## config.mk

```make
export PLATFORM = sky130hd
export DESIGN_NAME = audio_dac_serializer
export DESIGN_NICKNAME = d
export VERILOG_FILES = /design/src/rtl/audio_dac_serializer.sv
export SDC_FILE = /design/constraint.sdc
export NUM_CORES = 1
export LEC_CHECK = 0
export ABC_AREA = 1
export BUFFER_PORTS_ARGS = -buffer_cell sky130_fd_sc_hd__buf_4
export CORE_MARGIN = 5
export CORE_UTILIZATION = 30
export DETAILED_ROUTE_END_ITERATION = 10
export PLACE_DENSITY = 0.45
export SLEW_MARGIN = 20
export SYNTH_ARGS = -nofsm -noshare
export SYNTH_HDL_FRONTEND = slang
export SYNTH_SLANG_ARGS = --single-unit
export TNS_END_PERCENT = 30
```

## constraint.sdc

```tcl
create_clock -name CLOCK_50 -period 19.67 [get_ports CLOCK_50]
set_input_delay 2.9505 -clock CLOCK_50 [delete_from_list [all_inputs] [get_ports CLOCK_50]]
set_output_delay 2.9505 -clock CLOCK_50 [all_outputs]
set_load 0.01 [all_outputs]
```

## src/rtl/audio_dac_serializer.sv

```systemverilog
// audio_dac_serializer
// Buffers 24-bit stereo samples in a small FIFO and shifts them out as I2S on
// AUD_DACDAT. The codec clocks AUD_BCLK / AUD_DACLRCK are oversampled on
// CLOCK_50 and only their synchronized edges are used.
// Optional feature: define AUDIO_DAC_HOLD_EN to repeat the last popped stereo
// pair when a frame starts with the FIFO empty (default: output silence).
//
// state  | meaning
// UNSYNC | waiting for the first LRCK falling edge, output held at 0
// LEFT   | shifting the left-channel word
// RIGHT  | shifting the right-channel word
module audio_dac_serializer #(
    parameter int DATA_WIDTH = 24,
    parameter int FIFO_DEPTH = 8
) (
    input  logic                  CLOCK_50,
    input  logic                  reset,
    input  logic                  write,
    input  logic [DATA_WIDTH-1:0] writedata_left,
    input  logic [DATA_WIDTH-1:0] writedata_right,
    output logic                  write_ready,
    input  logic                  AUD_BCLK,
    input  logic                  AUD_DACLRCK,
    output logic                  AUD_DACDAT,
    output logic                  underflow
);

    localparam int PTR_W = $clog2(FIFO_DEPTH);
    localparam int CNT_W = PTR_W + 1;
    localparam int BIT_W = $clog2(DATA_WIDTH + 2);
    localparam logic [BIT_W-1:0] BIT_DW   = BIT_W'(DATA_WIDTH);
    localparam logic [BIT_W-1:0] BIT_LAST = BIT_W'(DATA_WIDTH + 1);
    localparam logic [CNT_W-1:0] CNT_FULL = CNT_W'(FIFO_DEPTH);

    typedef enum logic [1:0] {UNSYNC, LEFT, RIGHT} frame_state_t;

    frame_state_t state_q, state_d;

    logic bclk_s1, bclk_s2, bclk_d;
    logic lr_s1, lr_s2, lr_d;
    logic bclk_fall, lr_fall, lr_rise;

    logic [2*DATA_WIDTH-1:0] mem [FIFO_DEPTH];
    logic [PTR_W-1:0]        wr_ptr, rd_ptr;
    logic [CNT_W-1:0]        count;
    logic                    fifo_empty, push, pop, starve;
    logic [2*DATA_WIDTH-1:0] fifo_head, fill_word, frame_word;

    logic                    load_frame, load_right;
    logic [DATA_WIDTH-1:0]   shreg, right_hold;
    logic [BIT_W-1:0]        bit_cnt;

    // Two-flop synchronizers plus one edge-detect stage per codec clock.
    always_ff @(posedge CLOCK_50 or posedge reset) begin
        if (reset) begin
            bclk_s1 <= 1'b0;
            bclk_s2 <= 1'b0;
            bclk_d  <= 1'b0;
            lr_s1   <= 1'b0;
            lr_s2   <= 1'b0;
            lr_d    <= 1'b0;
        end else begin
            bclk_s1 <= AUD_BCLK;
            bclk_s2 <= bclk_s1;
            bclk_d  <= bclk_s2;
            lr_s1   <= AUD_DACLRCK;
            lr_s2   <= lr_s1;
            lr_d    <= lr_s2;
        end
    end

    assign bclk_fall = bclk_d & ~bclk_s2;
    assign lr_fall   = lr_d & ~lr_s2;
    assign lr_rise   = ~lr_d & lr_s2;

    assign write_ready = (count != CNT_FULL);
    assign fifo_empty  = (count == '0);
    assign push        = write && write_ready;
    assign fifo_head   = mem[rd_ptr];

    // FIFO storage, pointers and occupancy; pointers wrap naturally (power-of-two depth).
    always_ff @(posedge CLOCK_50 or posedge reset) begin
        if (reset) begin
            wr_ptr <= '0;
            rd_ptr <= '0;
            count  <= '0;
            for (int i = 0; i < FIFO_DEPTH; i++) begin
                mem[i] <= '0;
            end
        end else begin
            if (push) begin
                mem[wr_ptr] <= {writedata_left, writedata_right};
                wr_ptr      <= wr_ptr + 1'b1;
            end
            if (pop) begin
                rd_ptr <= rd_ptr + 1'b1;
            end
            case ({push, pop})
                2'b10:   count <= count + 1'b1;
                2'b01:   count <= count - 1'b1;
                default: count <= count;
            endcase
        end
    end

`ifdef AUDIO_DAC_HOLD_EN
    logic [2*DATA_WIDTH-1:0] last_pair;

    // Remember the most recently popped pair so a starved frame can repeat it.
    always_ff @(posedge CLOCK_50 or posedge reset) begin
        if (reset) begin
            last_pair <= '0;
        end else if (pop) begin
            last_pair <= fifo_head;
        end
    end

    assign fill_word = last_pair;
`else
    assign fill_word = '0;
`endif

    // Frame state register.
    always_ff @(posedge CLOCK_50 or posedge reset) begin
        if (reset) begin
            state_q <= UNSYNC;
        end else begin
            state_q <= state_d;
        end
    end

    // Next-state: every LRCK fall starts a new frame; LRCK rise only matters in LEFT.
    always_comb begin
        state_d    = state_q;
        load_frame = 1'b0;
        load_right = 1'b0;
        if (lr_fall) begin
            load_frame = 1'b1;
            state_d    = LEFT;
        end else if (lr_rise && (state_q == LEFT)) begin
            load_right = 1'b1;
            state_d    = RIGHT;
        end
    end

    // No empty bypass: a frame start with count==0 starves even if a push lands now.
    assign pop        = load_frame && !fifo_empty;
    assign starve     = load_frame && fifo_empty;
    assign frame_word = pop ? fifo_head : fill_word;

    // Shift path: a frame edge restarts the slot, and a coincident BCLK fall is its delay bit.
    always_ff @(posedge CLOCK_50 or posedge reset) begin
        if (reset) begin
            shreg      <= '0;
            right_hold <= '0;
            bit_cnt    <= '0;
            AUD_DACDAT <= 1'b0;
            underflow  <= 1'b0;
        end else begin
            if (starve) begin
                underflow <= 1'b1;
            end
            if (load_frame || load_right) begin
                if (load_frame) begin
                    shreg      <= frame_word[2*DATA_WIDTH-1:DATA_WIDTH];
                    right_hold <= frame_word[DATA_WIDTH-1:0];
                end else begin
                    shreg <= right_hold;
                end
                AUD_DACDAT <= 1'b0;
                bit_cnt    <= bclk_fall ? BIT_W'(1) : '0;
            end else if (bclk_fall && (state_q != UNSYNC)) begin
                if ((bit_cnt != '0) && (bit_cnt <= BIT_DW)) begin
                    AUD_DACDAT <= shreg[DATA_WIDTH-1];
                    shreg      <= {shreg[DATA_WIDTH-2:0], 1'b0};
                end else begin
                    AUD_DACDAT <= 1'b0;
                end
                if (bit_cnt != BIT_LAST) begin
                    bit_cnt <= bit_cnt + 1'b1;
                end
            end
        end
    end

endmodule

```

==> results_tabular.tex, run 1 <==
\begin{tabular}{lr}
\hline
Metric & Value \\
\hline
\multicolumn{2}{l}{\textbf{Timing}} \\
Setup repair after global routing missed its margin & no \\
Clock Skews & 0.0213 ns \\
Period utilisation layout & 0.242 \\
Slew HR & 0.332 \\
Slew of the pin with the lowest slew margin & roughly 1 ns \\
Final min period & between 4 and 5 ns \\
Final number of setup-violating endpoints & 0 \\
Number of pins with negative max-slew slack in the final report & 0 \\
Number of failing hold endpoints at the final stage & 0 \\
Achievable frequency & about 210 MHz \\
Setup Total Neg Slack & 0 ns \\
\multicolumn{2}{l}{\textbf{Setup path}} \\
Reg-to-reg critical path startpoint & rd\_ptr[0] \\
Critical-path top delay cell & sky130\_fd\_sc\_hd\_\_buf\_4 \\
Largest stage delay, worst path & slightly below 0.8 ns \\
Data required time at the worst endpoint & approximately 20 ns \\
Worst setup EP type & asynchronous set/reset pin \\
Combined buffer and inverter count along the critical path & 4 \\
Worst path arrival time & 5.27 ns \\
Capture point of the worst reg-to-reg path & shreg[15] \\
Kind of cell adding the most delay to the critical path & buffers and inverters \\
Cell repeated most along the worst path & sky130\_fd\_sc\_hd\_\_buf\_4 \\
Kind of start point of the critical path & input pin \\
Termination of the worst setup path & rd\_ptr[0] \\
Start point of the critical path & reset \\
Reg2reg setup slack & roughly 16 ns \\
Stages on worst setup path & 4 \\
Highest fanout seen on the critical path & roughly 110 \\
Number of cells traversed by the worst register-to-register path & 10 \\
Cell Chain, Critical Path & buf\_4 > inv\_8 > buf\_4 > buf\_4 \\
Critical path type & in -> async \\
\multicolumn{2}{l}{\textbf{Final layout}} \\
Fin nets & 2571 \\
Ratio of cells with drive above 1 in the final layout & 0.0720 \\
Synthesis-to-layout area growth & 12.3\% \\
Final standard cell area without fillers & 23600 µm² \\
Antenna diode instance count & 0 \\
Final cell count without fillers & 3494 \\
Post-layout util & 0.338 \\
\multicolumn{2}{l}{\textbf{Logic synthesis}} \\
Syn nets & 2608 \\
Xor/xnor share of the synthesized area & 0.00333 \\
Synth Area in Adders & 0.00476 \\
Post-synthesis instance area & between 20000 and 25000 µm² \\
Register bit total from synthesis & between 400 and 500 \\
Gate count of the mapped netlist & between 2000 and 3000 \\
Area share of and/or/nand/nor cells after synthesis & 0.225 \\
Count of synthesis-stage warnings from yosys & 0 \\
Synth cell types & 29 \\
Compound-cell area share of the yosys netlist & 0.147 \\
Seq/Total Area, Yosys & 0.544 \\
Combinational family with the most area after synthesis & simple AND/OR/NAND/NOR gates \\
Mean instance size in the synthesized netlist & roughly 8.3 µm² \\
Mux cell area share after synthesis & 0 \\
\multicolumn{2}{l}{\textbf{Detailed routing}} \\
Detailed Routing Iterations Pass 1 & 6 \\
Starting DRT DRC Count & $\sim$1300 \\
Final antenna-violating net count & 0 \\
Remaining routing DRC violations & 0 \\
Vias after detailed routing & about 17000 \\
Routed wire length & around 62000 µm \\
Vias per std cell & about 4.8 \\
Detail-routed net length per standard cell & 17.6 µm \\
\multicolumn{2}{l}{\textbf{Power and ir drop}} \\
Worst vdd rail ir drop & between 0.08 and 0.09 mV \\
Combinational share of power & 0.336 \\
Internal power & 2.42 mW \\
Share of power burned in the clock network & 0.257 \\
Sw Ratio & 0.389 \\
PD cells & 168 nW/µm² \\
Switching power & approximately 1.5 mW \\
Sequential fraction of design power & 0.407 \\
Leakage power of the design & about 11 nW \\
\multicolumn{2}{l}{\textbf{Floorplan}} \\
Standard-cell row count & 97 \\
Die Y-Extent & between 200 and 300 µm \\
Count of boundary I/O pins & 56 \\
Die area & roughly 75000 µm² \\
Die X & 275 µm \\
Starting utilization of the core area & 0.301 \\
Placeable Area & 69800 µm² \\
\multicolumn{2}{l}{\textbf{CTS}} \\
H-Tree Level Count & 2 \\
Clock tree from TritonCTS & built \\
Clock latency of the later-clocked register in the worst-skew pair & a little over 0.6 ns \\
Sinks on the clock net & approximately 460 \\
Setup bufs post-CTS & 0 \\
Clock transition at the registers of the reported paths & around 0.050 ns \\
Root buffer selected by CTS & sky130\_fd\_sc\_hd\_\_clkbuf\_16 \\
Quantity of hold-fixing buffers added after cts & 0 \\
Maximum clock path buffer count & 3 \\
Number of resized instances in the post-cts repair step & 0 \\
Clock buffers created by TritonCTS & between 50 and 60 \\
\multicolumn{2}{l}{\textbf{Placement}} \\
Placed cell count & 3393 \\
IO Port Bufs & 55 \\
Area after DPL & 21800 µm² \\
Routability-driven placement congestion ratio & between 0.7 and 0.8 \\
Hpwl dp & roughly 34000 µm \\
\multicolumn{2}{l}{\textbf{Global route}} \\
Pin count of the biggest net entering global routing & 131 \\
Number of antenna violations at the first check in global routing & 0 \\
Most heavily used metal layer in global routing & met2 \\
Vias in the first global route & about 17000 \\
Global-route congestion overflow total & 0 \\
Met3 routing resource usage after global routing & 0.0225 \\
Global-route met2 utilization & 0.276 \\
Fraction of met1 tracks used by global routing & 0.224 \\
Global-route usage over all layers & 0.165 \\
First-pass GRT wire length & between 90000 and 100000 µm \\
\multicolumn{2}{l}{\textbf{Status}} \\
Result of the run & complete, no violations \\
\multicolumn{2}{l}{\textbf{Min path}} \\
Path class of the lowest-slack min-delay path & reg -> reg \\
\multicolumn{2}{l}{\textbf{Run}} \\
Reported max-cap violation count & 0 \\
\hline
\end{tabular}
## cells in the mapped netlist
master,count,area (µm²)
sky130_fd_sc_hd__a21oi_1,4,20.0
sky130_fd_sc_hd__buf_1,10,37.5
sky130_fd_sc_hd__buf_12,1,20.0
sky130_fd_sc_hd__buf_2,51,255
sky130_fd_sc_hd__buf_6,40,450
sky130_fd_sc_hd__bufinv_8,1,17.5
sky130_fd_sc_hd__clkbuf_1,71,267
sky130_fd_sc_hd__clkinv_1,1,3.75
sky130_fd_sc_hd__clkinv_4,1,8.76
sky130_fd_sc_hd__dfrtp_1,457,11400
sky130_fd_sc_hd__ha_1,8,100
sky130_fd_sc_hd__inv_1,142,533
sky130_fd_sc_hd__inv_2,3,11.3
sky130_fd_sc_hd__nand2_1,796,2990
sky130_fd_sc_hd__nand2_4,1,11.3
sky130_fd_sc_hd__nand3_1,157,786
sky130_fd_sc_hd__nand3_2,1,10.0
sky130_fd_sc_hd__nand4_1,4,25.0
sky130_fd_sc_hd__nand4_4,8,170
sky130_fd_sc_hd__nor2_1,192,721
sky130_fd_sc_hd__nor2_2,1,6.26
sky130_fd_sc_hd__nor3_1,1,5.00
sky130_fd_sc_hd__nor3b_1,1,7.51
sky130_fd_sc_hd__o211ai_1,48,360
sky130_fd_sc_hd__o21ai_0,276,1380
sky130_fd_sc_hd__o21ai_1,262,1310
sky130_fd_sc_hd__o21bai_1,1,7.51
sky130_fd_sc_hd__xnor2_1,1,8.76
sky130_fd_sc_hd__xor2_1,7,61.3
## per-stage QoR
stage / worst slack [ns] / total power [mW] / hold WS (ns)
floorplan: 3.98 / 2.60 / 0.331
global placement: 13.84 / 2.93 / 0.344
detailed placement: 13.82 / 2.97 / 0.352
CTS: 14.48 / 4.02 / 0.364
global route: 14.40 / 4.31 / 0.369
finish: 14.92 / 3.96 / 0.358
## flip-flops by register name (all words and copies together) (netlist names), 2 cells and up
register	cells
mem	384
bit_cnt	5
wr_ptr	3
state_q	2
shreg	24
right_hold	24
count	4
rd_ptr	3
## metal layers
metal / wire length [µm] / share of wire
met5: 0 / 0
met2: 29100 / 0.47
met1: 28300 / 0.46
met3: 2480 / 0.040
met4: 1720 / 0.028
## power by group through the flow
stage                     sequential (mW)  clock [mW]  combinational (mW)
final                                1.61        1.02                1.33
after global routing                 1.66        1.09                1.55
after CTS                            1.61        1.05                1.36
after detailed placement             1.62           0                1.35
after global placement               1.61           0                1.33
after floorplan                      1.52           0                1.07
## worst reg2reg max path: stages (launching register included)
cell and delay [ns]:
sky130_fd_sc_hd__dfrtp_4 0.78, sky130_fd_sc_hd__inv_8 0.79, sky130_fd_sc_hd__buf_4 0.77, sky130_fd_sc_hd__nand2_1 0.14, sky130_fd_sc_hd__nand2_1 0.09, sky130_fd_sc_hd__nand2_1 0.05, sky130_fd_sc_hd__nand3_1 0.11, sky130_fd_sc_hd__nand3_1 0.19
sky130_fd_sc_hd__nand2_1 0.13, sky130_fd_sc_hd__nand2_1 0.06, sky130_fd_sc_hd__inv_1 0.05
## cell families (layout without fill, tap and decap cells)
kind of cell    Yosys count  count (layout)
simple gates           1162            1162
compound gates          591             591
buf+inv                 321             328
xor+xnor                  8               8
fa+ha+maj                 8               8
flops                   457             457
## cell usage in the layout, fill, tap and decap left out, types with 2 or more instances in the layout
| master | instances |
|---|---|
| sky130_fd_sc_hd__clkbuf_1 | 19 |
| sky130_fd_sc_hd__inv_2 | 3 |
| sky130_fd_sc_hd__clkbuf_8 | 14 |
| sky130_fd_sc_hd__dfrtp_4 | 3 |
| sky130_fd_sc_hd__buf_6 | 2 |
| sky130_fd_sc_hd__nand4_4 | 8 |
| sky130_fd_sc_hd__o21ai_0 | 276 |
| sky130_fd_sc_hd__nand2_1 | 796 |
| sky130_fd_sc_hd__bufinv_16 | 3 |
| sky130_fd_sc_hd__clkinv_2 | 9 |
| sky130_fd_sc_hd__nand3_1 | 157 |
| sky130_fd_sc_hd__dfrtp_1 | 454 |
| sky130_fd_sc_hd__o21ai_1 | 262 |
| sky130_fd_sc_hd__inv_8 | 2 |
| sky130_fd_sc_hd__o211ai_1 | 48 |
| sky130_fd_sc_hd__inv_1 | 139 |
| sky130_fd_sc_hd__clkbuf_16 | 56 |
| sky130_fd_sc_hd__nor2_1 | 192 |
| sky130_fd_sc_hd__buf_4 | 77 |
| sky130_fd_sc_hd__xor2_1 | 7 |
| sky130_fd_sc_hd__a21oi_1 | 4 |
| sky130_fd_sc_hd__ha_1 | 8 |
| sky130_fd_sc_hd__nand4_1 | 4 |
## layout make-up
class / instances / area [µm²]
Fill cell: 7358 / 46200
Sequential cell: 457 / 11400
Multi-Input combinational cell: 1769 / 7980
Clock buffer: 89 / 1670
Tap cell: 940 / 1180
Timing Repair Buffer: 79 / 601
Inverter: 148 / 592
Clock inverter: 12 / 150
## worst min-delay path by stage
stage              end  startpoint  cells after the start  slack, ns
2_1_floorplan  bclk_s2     bclk_s1                      0       0.33
6_report         lr_s2       lr_s1                      0       0.36
3_3_place_gp     lr_s2       lr_s1                      0       0.34
5_1_grt          lr_s2       lr_s1                      0       0.37
3_5_place_dp     lr_s2       lr_s1                      0       0.35
4_1_cts          lr_s2       lr_s1                      0       0.36
Power figures use the tool's default switching activity.
==> run 2, diff against run 1 <==
- PLACE_DENSITY: 0.45 -> 0.47
- clock period: 19.67 -> 4.15 ns (I/O delays scaled with it)
==> results_tabular.tex, run 2 (synthesis gave the netlist of run 1 again) <==
\begin{tabular}{lr}
\hline
Metric & Value \\
\hline
\multicolumn{2}{l}{\textbf{Floorplan}} \\
Placeable Area & 69800 µm² (unchanged) \\
Count of boundary I/O pins & 56 (unchanged) \\
Standard-cell row count & 97 (unchanged) \\
Die area & 75500 µm² (unchanged) \\
Die Y-Extent & 275 µm (unchanged) \\
Die X & 275 µm (unchanged) \\
Starting utilization of the core area & 0.301 (unchanged) \\
\multicolumn{2}{l}{\textbf{Setup path}} \\
Largest stage delay, worst path & 0.74 ns (-0.04 ns) \\
Critical path type & reg -> reg \\
Worst setup EP type & register \\
Critical-path top delay cell & sky130\_fd\_sc\_hd\_\_dfrtp\_4 \\
Kind of start point of the critical path & register \\
Highest fanout seen on the critical path & 50 (-55\%) \\
Capture point of the worst reg-to-reg path & shreg[8] \\
Combined buffer and inverter count along the critical path & 3 (-1) \\
Cell Chain, Critical Path & inv\_2 > buf\_4 > nor2\_1 > o21ai\_0 > nand3\_1 > nand3\_1 > nand2\_1 > nand2\_1 > inv\_1 \\
Worst path arrival time & 3.11 ns (-2.16 ns) \\
Data required time at the worst endpoint & 4.64 ns (-15.55 ns) \\
Reg2reg setup slack & 1.52 ns (-14.91 ns) \\
Reg-to-reg critical path startpoint & rd\_ptr[1] \\
Number of cells traversed by the worst register-to-register path & 9 (-1) \\
Kind of cell adding the most delay to the critical path & buffers and inverters \\
\multicolumn{2}{l}{\textbf{Detailed routing}} \\
Routed wire length & 60500 µm (-1.7\%) \\
Starting DRT DRC Count & 1384 (+5.6\%) \\
Detail-routed net length per standard cell & 17.2 µm (-2.1\%) \\
Detailed Routing Iterations Pass 1 & 6 (unchanged) \\
Vias after detailed routing & 16800 (+0.27\%) \\
Final antenna-violating net count & 0 (unchanged) \\
Vias per std cell & 4.80 (about the same) \\
Remaining routing DRC violations & 0 (unchanged) \\
\multicolumn{2}{l}{\textbf{Final layout}} \\
Regs by FF count & mem (384), right\_hold (24), shreg (24) \\
Ratio of cells with drive above 1 in the final layout & 0.0783 (+0.00629) \\
Most frequent cells in the layout & sky130\_fd\_sc\_hd\_\_nand2\_1, sky130\_fd\_sc\_hd\_\_dfrtp\_1, sky130\_fd\_sc\_hd\_\_o21ai\_0, sky130\_fd\_sc\_hd\_\_o21ai\_1, sky130\_fd\_sc\_hd\_\_nor2\_1 \\
Filler cells & 7254 (-1.4\%) \\
Reg area & 11400 µm² (unchanged) \\
Antenna diode instance count & 0 (unchanged) \\
Number of flip-flops in the largest register & 384 (unchanged) \\
Fin nets & 2587 (+0.62\%) \\
Final standard cell area without fillers & 23800 µm² (+0.74\%) \\
Largest Register & mem \\
Multi-input gate area in the final layout & 7980 µm² (unchanged) \\
Most common library cell in the layout ignoring fill and taps & sky130\_fd\_sc\_hd\_\_nand2\_1 \\
Synthesis-to-layout area growth & 13.2\% \\
\multicolumn{2}{l}{\textbf{CTS}} \\
Root buffer selected by CTS & sky130\_fd\_sc\_hd\_\_clkbuf\_16 \\
Clock latency of the later-clocked register in the worst-skew pair & 0.60 ns (about the same) \\
Number of resized instances in the post-cts repair step & 0 (unchanged) \\
H-Tree Level Count & 2 (unchanged) \\
Clock tree from TritonCTS & built \\
Maximum clock path buffer count & 3 (unchanged) \\
Clock buffers created by TritonCTS & 53 (-3.6\%) \\
Quantity of hold-fixing buffers added after cts & 0 (unchanged) \\
Setup bufs post-CTS & 0 (unchanged) \\
Clock transition at the registers of the reported paths & 0.06 ns (about the same) \\
Sinks on the clock net & 457 (unchanged) \\
\multicolumn{2}{l}{\textbf{Power and ir drop}} \\
Internal power & 11.4 mW (+370\%) \\
Share of power burned in the clock network & 0.248 (-0.009) \\
Worst vdd rail ir drop & 0.346 mV (+320\%) \\
PD cells & 786 nW/µm² (+370\%) \\
Combinational share of power & 0.343 (+0.007) \\
Sequential fraction of design power & 0.408 (about the same) \\
Total power of the final layout & 18.7 mW (+370\%) \\
Sw Ratio & 0.388 (-0.000908) \\
Switching power & 7.25 mW (+370\%) \\
Leakage power of the design & 11.4 nW (+0.81\%) \\
\multicolumn{2}{l}{\textbf{Global route}} \\
Number of antenna violations at the first check in global routing & 2 (+2) \\
First-pass GRT wire length & 96900 µm (-2.1\%) \\
Global-route usage over all layers & 0.161 (-0.00365) \\
Pin count of the biggest net entering global routing & 118 (-9.9\%) \\
Global-route congestion overflow total & 0 (unchanged) \\
Vias in the first global route & 16700 (-0.53\%) \\
\multicolumn{2}{l}{\textbf{Timing}} \\
Setup Total Neg Slack & 0 ns (unchanged) \\
Clock Skews & 0.0234 ns (+0.00216 ns) \\
Setup repair after global routing missed its margin & no \\
Number of failing hold endpoints at the final stage & 0 (unchanged) \\
Slew of the pin with the lowest slew margin & 1.04 ns (+0.0383 ns) \\
Final number of setup-violating endpoints & 0 (unchanged) \\
Number of pins with negative max-slew slack in the final report & 0 (unchanged) \\
Slew HR & 0.307 (-0.0250) \\
Period utilisation layout & 0.633 \\
Achievable frequency & $\sim$380 MHz \\
Final min period & roughly 2.6 ns \\
\multicolumn{2}{l}{\textbf{Status}} \\
Result of the run & complete, no violations \\
\multicolumn{2}{l}{\textbf{Min path}} \\
Worst hold path depth & 1 (+1) \\
Path class of the lowest-slack min-delay path & in -> reg \\
Hold path endpoint & bclk\_s1 \\
Startpoint of the worst hold path & AUD\_BCLK \\
\multicolumn{2}{l}{\textbf{Run}} \\
Reported max-cap violation count & 0 (unchanged) \\
\multicolumn{2}{l}{\textbf{Placement}} \\
Hpwl dp & 35200 µm (+3.7\%) \\
Routability-driven placement congestion ratio & 0.776 (+3.7\%) \\
Area after DPL & 22000 µm² (+1.1\%) \\
IO Port Bufs & 55 (unchanged) \\
\hline
\end{tabular}
==> run 2: how the worst max path moves through the flow <==
stage,end,cells after the start,from
2_1_floorplan,AUD_DACDAT,1,reset
3_3_place_gp,mem[97],7,write
3_5_place_dp,mem[146],7,write
4_1_cts,shreg[8],9,rd_ptr[1]
5_1_grt,shreg[8],9,rd_ptr[1]
6_report,shreg[8],9,rd_ptr[1]
==> run 2: stage by stage <==
| step | worst slack [ns] | utilization | hold WS [ns] | cells |
|---|---|---|---|---|
| after CTS | 1.51 | 0.341 | 0.106 | 3506 |
| after detailed placement | 1.49 | 0.316 | 0.371 | 3411 |
| after floorplan | -2.66 | - | 0.331 | 2547 |
| final | 1.52 | 0.341 | 0.135 | 3506 |
| after global placement | 1.50 | 0.316 | 0.369 | 3411 |
| after global routing | 1.30 | 0.341 | 0.117 | 3506 |
==> run 2: power by group through the flow <==
stage          Sequential [mW]  Clock [mW]  Combinational [mW]
5_1_grt                   7.88        4.96                7.46
3_5_place_dp              7.68           0                6.50
2_1_floorplan             7.23           0                5.09
4_1_cts                   7.62        4.79                6.53
3_3_place_gp              7.62           0                6.38
6_report                  7.63        4.64                6.42
==> run 2: area by class of cell <==
type / instances / area share
sequential: 457 / 0.481
multi-input combinational: 1769 / 0.336
clock buffer: 87 / 0.0700
tap: 940 / 0.0494
timing repair buffer: 97 / 0.0353
inverter: 148 / 0.0246
clock inverter: 8 / 0.00384
==> run 2: worst reg2reg max path, stage by stage (launching register included) <==
cell                      delay [ns]
sky130_fd_sc_hd__dfrtp_4        0.74
sky130_fd_sc_hd__inv_2          0.57
sky130_fd_sc_hd__buf_4          0.49
sky130_fd_sc_hd__nor2_1         0.11
sky130_fd_sc_hd__o21ai_0        0.08
sky130_fd_sc_hd__nand3_1        0.09
sky130_fd_sc_hd__nand3_1        0.24
sky130_fd_sc_hd__nand2_1        0.09
sky130_fd_sc_hd__nand2_1        0.07
sky130_fd_sc_hd__inv_1          0.04
==> run 2: routing by layer <==
| layer | share of wire | track usage | vias up | wire length, µm |
|---|---|---|---|---|
| li1 | - | - | 8228 | - |
| met5 | 0.00012 | 0 | - | 7 |
| met3 | 0.041 | 0.0205 | 90 | 2480 |
| met4 | 0.021 | 0.0398 | 2 | 1270 |
| met1 | 0.46 | 0.219 | 8170 | 27800 |
| met2 | 0.48 | 0.275 | 331 | 29000 |
